### src/rtl/axi4_lite_mem_sched_pkg.sv
// Response codes, FSM states and arbiter grant sides shared by the
// AXI4-Lite memory scheduler.
package axi4_lite_pkg;

  localparam logic [1:0] RESP_OKAY   = 2'b00;
  localparam logic [1:0] RESP_SLVERR = 2'b10;

  typedef enum logic [1:0] {
    ST_IDLE,
    ST_RD_WAIT,
    ST_RD_RESP,
    ST_WR_RESP
  } sched_state_t;

  typedef enum logic {
    GRANT_RD,
    GRANT_WR
  } grant_t;

endpackage

### src/rtl/axi4_lite_mem_sched_if.sv
// AXI4-Lite channel bundle between the interconnect (master) and the
// memory scheduler (slave).
interface axi4_lite_mem_sched_if #(
  parameter int ADDR_W = 32,
  parameter int DATA_W = 32
);
  localparam int STRB_W = DATA_W / 8;

  logic [ADDR_W-1:0] ARADDR;
  logic              ARVALID;
  logic              ARREADY;
  logic [DATA_W-1:0] RDATA;
  logic [1:0]        RRESP;
  logic              RVALID;
  logic              RREADY;
  logic [ADDR_W-1:0] AWADDR;
  logic              AWVALID;
  logic              AWREADY;
  logic [DATA_W-1:0] WDATA;
  logic [STRB_W-1:0] WSTRB;
  logic              WVALID;
  logic              WREADY;
  logic [1:0]        BRESP;
  logic              BVALID;
  logic              BREADY;

  modport master (
    output ARADDR, ARVALID, input  ARREADY,
    input  RDATA, RRESP, RVALID, output RREADY,
    output AWADDR, AWVALID, input  AWREADY,
    output WDATA, WSTRB, WVALID, input  WREADY,
    input  BRESP, BVALID, output BREADY
  );

  modport slave (
    input  ARADDR, ARVALID, output ARREADY,
    output RDATA, RRESP, RVALID, input  RREADY,
    input  AWADDR, AWVALID, output AWREADY,
    input  WDATA, WSTRB, WVALID, output WREADY,
    output BRESP, BVALID, input  BREADY
  );

endinterface

### src/rtl/axi4_lite_mem_sched_chan_hold.sv
// One-entry valid/ready holding register: ready is the registered inverse
// of full, a handshake loads the entry and the consumer clears it on issue.
module axi_chan_hold #(
  parameter int WIDTH = 32
) (
  input  logic             clk,
  input  logic             rst,
  input  logic             in_valid,
  input  logic [WIDTH-1:0] in_data,
  output logic             ready,
  input  logic             clr,
  output logic             full,
  output logic [WIDTH-1:0] data
);

  logic load;
  logic full_nxt;

  assign load = in_valid && ready;

  // load and clr never coincide: load needs an empty entry, clr a full one
  always_comb begin
    full_nxt = full;
    if (load)
      full_nxt = 1'b1;
    else if (clr)
      full_nxt = 1'b0;
  end

  always_ff @(posedge clk or posedge rst) begin
    if (rst) begin
      full  <= 1'b0;
      ready <= 1'b0;
    end else begin
      full  <= full_nxt;
      ready <= !full_nxt;
    end
  end

  always_ff @(posedge clk) begin
    if (load)
      data <= in_data;
  end

endmodule

### src/rtl/axi4_lite_mem_sched.sv
// AXI4-Lite slave scheduler: buffers one AR, AW and W beat and sequences
// them round-robin onto a single-port word-addressed memory, one access at a time.
module axi4_lite_mem_sched
  import axi4_lite_pkg::*;
#(
  parameter int              ADDR_W     = 32,
  parameter int              DATA_W     = 32,
  parameter int              MEM_AW     = 10,
  parameter logic [ADDR_W-1:0] ADDR_LIMIT = 32'h0000_1000,
  parameter int              RD_LAT     = 1
) (
  input  logic                   ACLK,
  input  logic                   ARESET,
  axi4_lite_mem_sched_if.slave   axi,
  output logic                   mem_en,
  output logic                   mem_we,
  output logic [MEM_AW-1:0]      mem_addr,
  output logic [DATA_W-1:0]      mem_wdata,
  output logic [DATA_W/8-1:0]    mem_wstrb,
  input  logic [DATA_W-1:0]      mem_rdata
);

  localparam int STRB_W = DATA_W / 8;
  localparam int CNT_W  = 3;

  sched_state_t        state;
  grant_t              last_grant;
  logic [CNT_W-1:0]    rd_cnt;

  logic                ar_full, aw_full, w_full;
  logic [ADDR_W-1:0]   ar_addr, aw_addr;
  logic [DATA_W+STRB_W-1:0] w_bundle;
  logic [DATA_W-1:0]   w_data;
  logic [STRB_W-1:0]   w_strb;

  logic                rd_pend, wr_pend;
  logic                rd_issue, wr_issue;

  logic                rvalid, bvalid;
  logic [DATA_W-1:0]   rdata;
  logic [1:0]          rresp, bresp;

  function automatic logic in_range(input logic [ADDR_W-1:0] a);
    return a < ADDR_LIMIT;
  endfunction

  function automatic logic [MEM_AW-1:0] word_addr(input logic [ADDR_W-1:0] a);
    return a[MEM_AW+1:2];
  endfunction

  axi_chan_hold #(.WIDTH(ADDR_W)) u_ar_hold (
    .clk(ACLK), .rst(ARESET),
    .in_valid(axi.ARVALID), .in_data(axi.ARADDR), .ready(axi.ARREADY),
    .clr(rd_issue), .full(ar_full), .data(ar_addr)
  );

  axi_chan_hold #(.WIDTH(ADDR_W)) u_aw_hold (
    .clk(ACLK), .rst(ARESET),
    .in_valid(axi.AWVALID), .in_data(axi.AWADDR), .ready(axi.AWREADY),
    .clr(wr_issue), .full(aw_full), .data(aw_addr)
  );

  axi_chan_hold #(.WIDTH(DATA_W+STRB_W)) u_w_hold (
    .clk(ACLK), .rst(ARESET),
    .in_valid(axi.WVALID), .in_data({axi.WDATA, axi.WSTRB}), .ready(axi.WREADY),
    .clr(wr_issue), .full(w_full), .data(w_bundle)
  );

  assign {w_data, w_strb} = w_bundle;

  assign rd_pend = ar_full;
  assign wr_pend = aw_full && w_full;

  // Arbiter: a contest goes to the side that did not win the previous contest
  always_comb begin
    rd_issue = 1'b0;
    wr_issue = 1'b0;
    if (state == ST_IDLE) begin
      if (rd_pend && wr_pend) begin
        rd_issue = (last_grant == GRANT_WR);
        wr_issue = (last_grant == GRANT_RD);
      end else begin
        rd_issue = rd_pend;
        wr_issue = wr_pend;
      end
    end
  end

  always_ff @(posedge ACLK or posedge ARESET) begin
    if (ARESET) begin
      state      <= ST_IDLE;
      last_grant <= GRANT_WR;
      rd_cnt     <= '0;
      mem_en     <= 1'b0;
      mem_we     <= 1'b0;
      mem_addr   <= '0;
      mem_wdata  <= '0;
      mem_wstrb  <= '0;
      rvalid     <= 1'b0;
      rdata      <= '0;
      rresp      <= RESP_OKAY;
      bvalid     <= 1'b0;
      bresp      <= RESP_OKAY;
    end else begin
      mem_en <= 1'b0;
      unique case (state)
        ST_IDLE: begin
          // last_grant only tracks contested grants
          if (rd_pend && wr_pend)
            last_grant <= rd_issue ? GRANT_RD : GRANT_WR;
          if (rd_issue) begin
            if (in_range(ar_addr)) begin
              mem_en   <= 1'b1;
              mem_we   <= 1'b0;
              mem_addr <= word_addr(ar_addr);
              rd_cnt   <= '0;
              state    <= ST_RD_WAIT;
            end else begin
              rdata <= '0;
              rresp <= RESP_SLVERR;
              state <= ST_RD_RESP;
            end
          end else if (wr_issue) begin
            if (in_range(aw_addr)) begin
              mem_en    <= 1'b1;
              mem_we    <= 1'b1;
              mem_addr  <= word_addr(aw_addr);
              mem_wdata <= w_data;
              mem_wstrb <= w_strb;
              bresp     <= RESP_OKAY;
            end else begin
              bresp <= RESP_SLVERR;
            end
            state <= ST_WR_RESP;
          end
        end
        ST_RD_WAIT: begin
          if (rd_cnt == CNT_W'(RD_LAT)) begin
            rdata  <= mem_rdata;
            rresp  <= RESP_OKAY;
            rvalid <= 1'b1;
            state  <= ST_RD_RESP;
          end else begin
            rd_cnt <= rd_cnt + 1'b1;
          end
        end
        // Responses entered straight from IDLE raise VALID one cycle after entry
        ST_RD_RESP: begin
          if (!rvalid) begin
            rvalid <= 1'b1;
          end else if (axi.RREADY) begin
            rvalid <= 1'b0;
            state  <= ST_IDLE;
          end
        end
        ST_WR_RESP: begin
          if (!bvalid) begin
            bvalid <= 1'b1;
          end else if (axi.BREADY) begin
            bvalid <= 1'b0;
            state  <= ST_IDLE;
          end
        end
      endcase
    end
  end

  assign axi.RVALID = rvalid;
  assign axi.RDATA  = rdata;
  assign axi.RRESP  = rresp;
  assign axi.BVALID = bvalid;
  assign axi.BRESP  = bresp;

endmodule

### src/flat_wrapper.sv
// flat-port wrapper written by rule: the top's interface ports become plain ports
module axi4_lite_mem_sched_flat import axi4_lite_pkg::*;
#(
  parameter int              ADDR_W     = 32,
  parameter int              DATA_W     = 32,
  parameter int              MEM_AW     = 10,
  parameter logic [ADDR_W-1:0] ADDR_LIMIT = 32'h0000_1000,
  parameter int              RD_LAT     = 1
)
  (ACLK, ARESET, mem_en, mem_we, mem_addr, mem_wdata, mem_wstrb, mem_rdata, axi_ARADDR, axi_ARVALID, axi_ARREADY, axi_RDATA, axi_RRESP, axi_RVALID, axi_RREADY, axi_AWADDR, axi_AWVALID, axi_AWREADY, axi_WDATA, axi_WSTRB, axi_WVALID, axi_WREADY, axi_BRESP, axi_BVALID, axi_BREADY);
  axi4_lite_mem_sched_if #(.ADDR_W(ADDR_W), .DATA_W(DATA_W)) axi_i ();
  input  logic ACLK;
  input  logic ARESET;
  output logic mem_en;
  output logic mem_we;
  output logic [MEM_AW-1:0] mem_addr;
  output logic [DATA_W-1:0] mem_wdata;
  output logic [DATA_W/8-1:0] mem_wstrb;
  input  logic [DATA_W-1:0] mem_rdata;
  input wire logic [$bits(axi_i.ARADDR)-1:0] axi_ARADDR;
  input wire logic [$bits(axi_i.ARVALID)-1:0] axi_ARVALID;
  output wire logic [$bits(axi_i.ARREADY)-1:0] axi_ARREADY;
  output wire logic [$bits(axi_i.RDATA)-1:0] axi_RDATA;
  output wire logic [$bits(axi_i.RRESP)-1:0] axi_RRESP;
  output wire logic [$bits(axi_i.RVALID)-1:0] axi_RVALID;
  input wire logic [$bits(axi_i.RREADY)-1:0] axi_RREADY;
  input wire logic [$bits(axi_i.AWADDR)-1:0] axi_AWADDR;
  input wire logic [$bits(axi_i.AWVALID)-1:0] axi_AWVALID;
  output wire logic [$bits(axi_i.AWREADY)-1:0] axi_AWREADY;
  input wire logic [$bits(axi_i.WDATA)-1:0] axi_WDATA;
  input wire logic [$bits(axi_i.WSTRB)-1:0] axi_WSTRB;
  input wire logic [$bits(axi_i.WVALID)-1:0] axi_WVALID;
  output wire logic [$bits(axi_i.WREADY)-1:0] axi_WREADY;
  output wire logic [$bits(axi_i.BRESP)-1:0] axi_BRESP;
  output wire logic [$bits(axi_i.BVALID)-1:0] axi_BVALID;
  input wire logic [$bits(axi_i.BREADY)-1:0] axi_BREADY;
  assign axi_i.ARADDR = axi_ARADDR;
  assign axi_i.ARVALID = axi_ARVALID;
  assign axi_ARREADY = axi_i.ARREADY;
  assign axi_RDATA = axi_i.RDATA;
  assign axi_RRESP = axi_i.RRESP;
  assign axi_RVALID = axi_i.RVALID;
  assign axi_i.RREADY = axi_RREADY;
  assign axi_i.AWADDR = axi_AWADDR;
  assign axi_i.AWVALID = axi_AWVALID;
  assign axi_AWREADY = axi_i.AWREADY;
  assign axi_i.WDATA = axi_WDATA;
  assign axi_i.WSTRB = axi_WSTRB;
  assign axi_i.WVALID = axi_WVALID;
  assign axi_WREADY = axi_i.WREADY;
  assign axi_BRESP = axi_i.BRESP;
  assign axi_BVALID = axi_i.BVALID;
  assign axi_i.BREADY = axi_BREADY;
  axi4_lite_mem_sched #(.ADDR_W(ADDR_W), .DATA_W(DATA_W), .MEM_AW(MEM_AW), .ADDR_LIMIT(ADDR_LIMIT), .RD_LAT(RD_LAT)) u_core (.ACLK(ACLK), .ARESET(ARESET), .axi(axi_i), .mem_en(mem_en), .mem_we(mem_we), .mem_addr(mem_addr), .mem_wdata(mem_wdata), .mem_wstrb(mem_wstrb), .mem_rdata(mem_rdata));
endmodule
### config.mk
export PLATFORM = sky130hd
export DESIGN_NAME = axi4_lite_mem_sched_flat
export DESIGN_NICKNAME = d
export VERILOG_FILES = /design/src/rtl/axi4_lite_mem_sched_pkg.sv /design/src/rtl/axi4_lite_mem_sched_if.sv /design/src/rtl/axi4_lite_mem_sched_chan_hold.sv /design/src/rtl/axi4_lite_mem_sched.sv /design/src/flat_wrapper.sv
export SDC_FILE = /design/constraint.sdc
export NUM_CORES = 1
export LEC_CHECK = 0
export ABC_CLOCK_PERIOD_IN_PS = 4100
export CORE_UTILIZATION = 28
export CTS_BUF_LIST = sky130_fd_sc_hd__clkbuf_4
export DETAILED_ROUTE_END_ITERATION = 7
export PLACE_DENSITY = 0.56
export SYNTH_ARGS = -nofsm -noshare
export SYNTH_HDL_FRONTEND = slang
export SYNTH_SLANG_ARGS = --single-unit
### constraint.sdc
create_clock -name ACLK -period 4.1 [get_ports ACLK]
set_input_delay 0.82 -clock ACLK [delete_from_list [all_inputs] [get_ports ACLK]]
set_output_delay 0.82 -clock ACLK [all_outputs]
set_load 0.005 [all_outputs]
==> qor.yml <==
holdCritPathClass: "reg2reg"
finClkSkew_ns: 0.0227
syn_inst: 445
hold_depth: 1
h-tree-depth: 4
clk_pin_slew_ns: 0.17
clk_latency_ns: 0.54
p_leak_uw: 0.00377
fin_crit_ns: 2.63
cts_made_buffers: 17
outcome: "finished, final reports clean"
grt_antenna_before_repair: 1
worstSetupStartpointType: "flip-flop"
vias_per_cell: 4.30
synth_top_area_cell: "edfxtp_1"
drive_gt1_share_pct: 12.3
hold_path_startpoint: "u_core.u_w_hold.data[24]"
dp.final_hpwl_um: 10600
syn_area_per_cell_um2: 15.5
cts-root-buf: "clkbuf_4"
dieArea_um2: 25200
io_pins: 228
r2r_cells: 5
coreArea_um2: 24200
ant_nets: 0
start_util_pct: 28.4
setup_tns_ns: 0
drcViolationCount: 0
std_cell_rows: 57
crit_start: "u_core.state[0]"
synth_area_um2: 6890
max_slew.worst_pin.slew_ns: 1.19
ys_types: 41
yosysTopAreaCellShare_pct: 41.9
die_x_um: 159
cp_slowest_cell: "nor3_4"
powerDensity_nw_per_um2: 495
grt_pass1_vias: 4562
wirelength_um: 15200
cp.required_ns: 4.53
firstDrtPassIters: 4
period_share_pct: 64.2
rsz0062_at_grt: "no"
cts_hold_buf: 0
cts_resized: 0
areaGrowthSynthToFinish_pct: 42.3
crit_type: "reg2reg"
grt_max_degree: 89
avgRoutedWirePerCell_um: 15.0
cap_viol_max_count: 0
seq_area_frac_synth_pct: 76.8
maxSlewViolCount: 0
r2r-start: "u_core.state[0]"
io_buffers: 221
drtIter0Drc: 262
grt.total_usage_pct: 12.5
critPathArrivalTime_ns: 3.06
finalHoldViolations: 0
gp_congestion: 0.744
overflow: 0
synth_area_leaders: "edfxtp_1 42%, dfrtp_1 35%, mux2_2 5.9%, nand2_1 4.0%, o21ai_0 2.3%"
fmax_mhz: 380
ir_drop_v: 0.000170
cts_setup_buffers: 0
nets: 812
crit_chain: "nor2_4, nand4_4, nor3_4, buf_4, mux2_2"
relSlewSlack_pct: 20.8
vias: 4342
crit_fanout: 37
yosysWarnings: 0
final-setup-viol-count: 0
die_y_um: 159
end_kind: "flip-flop"
synth-seq-cells: 192
clock_sinks: 192
cts_buffer_depth: 2
hold_slack_ns: 0.480
grt_pass1_wl_um: 24500
critPathMaxStageDelay_ns: 0.60
cts_tree: "done"
[area by class of cell]
class                   instances  area (µm²)
multi-input cells             226        1480
clock inverters                15         200
flip-flops and latches        192        5290
well taps                     324         405
clock buffers                  17         128
fillers                      2262       14500
inverters                       8        32.5
repair buffers                226        2260
diodes                          1        2.50
[worst max-delay path: cells and delay by family, from the launching register on]
family,cells,cell delay [ns]
AND/OR/NAND/NOR,3,0.99
buffers and inverters,1,0.57
flip-flops,1,0.56
multiplexers,1,0.40
[layer usage]
metal	share of wire, %	track usage [%]
met4	0.83	3.00
met3	5.5	3.68
met1	45	16.0
met5	0	0
met2	49	20.7
[cell usage after synthesis]
library cell	number
a41o_1	1
clkbuf_1	9
o31ai_1	1
and3_1	1
nor4_2	2
o21ai_1	7
o221a_1	10
nand2_1	73
mux2_2	36
o21ai_0	31
edfxtp_1	96
nor2_1	6
and2_1	4
buf_2	7
o32ai_1	1
nand3_1	2
nand4_1	2
ha_1	2
o32a_1	1
nor2_4	1
nand4_4	1
xnor2_1	1
dfrtp_1	95
a31oi_1	2
buf_6	1
nor4_1	8
conb_1	1
inv_1	8
a21oi_1	6
o211a_1	1
dfstp_2	1
buf_4	3
nor4b_1	1
nor2b_1	2
a21o_1	4
nand2b_1	11
o211ai_1	1
nor3_4	1
o21ai_2	2
a32oi_1	1
nor3_1	1
[cells by family (layout without fill, tap and decap cells)]
logic type / count (synthesis) / count (layout) / synth area share (%)
buf+inv: 28 / 266 / 1.93
xor+xnor: 1 / 1 / 0.127
fa+ha+maj: 2 / 2 / 0.363
compound gates: 69 / 69 / 6.61
other cells: 1 / 3 / 0.0545
simple gates: 116 / 116 / 8.27
flops: 192 / 192 / 76.8
mux: 36 / 36 / 5.89
[registers in the layout (all words and copies together), names as in the netlist, 2 cells and up]
signal	cells
u_core.mem_wdata	32
u_core.u_w_hold.data	36
u_core.mem_addr	10
u_core.rd_cnt	3
u_core.state	2
u_core.u_ar_hold.data	30
u_core.mem_wstrb	4
u_core.axi.RDATA	32
u_core.u_aw_hold.data	30
[placed cells by master (no fill, tap or decap), types with 4 or more instances in the layout]
cell               n
dfrtp_1           95
a21oi_1            6
a21o_1             4
o21ai_0           31
inv_1              7
edfxtp_1          96
clkdlybuf4s50_1  221
buf_4              4
o221a_1           10
nor4_1             8
o21ai_1            7
mux2_2            36
nand2b_1          11
nor2_1             5
nand2_1           73
clkbuf_4          17
[where the power goes]
part | internal (µW) | switching [µW]
Sequential | 2450 | 209
Combinational | 579 | 492
Clock | 448 | 678
[path summary, 6_finish.rpt]
kind / endpoint / slack [ns]
min reg2reg: u_core.mem_wdata[20] / 0.48
min: u_core.mem_wdata[20] / 0.48
max in group asynchronous: u_core.axi.RDATA[5] / 2.87
max reg2reg: u_core.mem_wdata[0] / 1.47
min in group asynchronous: u_core.mem_wdata[18] / 0.49
max: u_core.mem_wdata[0] / 1.47
[per-stage QoR]
stage	std cells	instance area [µm²]	worst slack [ns]	util, %	total power [µW]
CTS	1008	9790	1.40	40.4	4950
global placement	976	9470	1.49	39.0	3740
finish	1009	9800	1.47	40.4	4850
floorplan	446	6890	0.776	-	3090
detailed placement	976	9470	1.41	39.0	3800
global route	1009	9800	1.25	40.4	5150
Note: power is estimated with default switching activity, not from simulation.
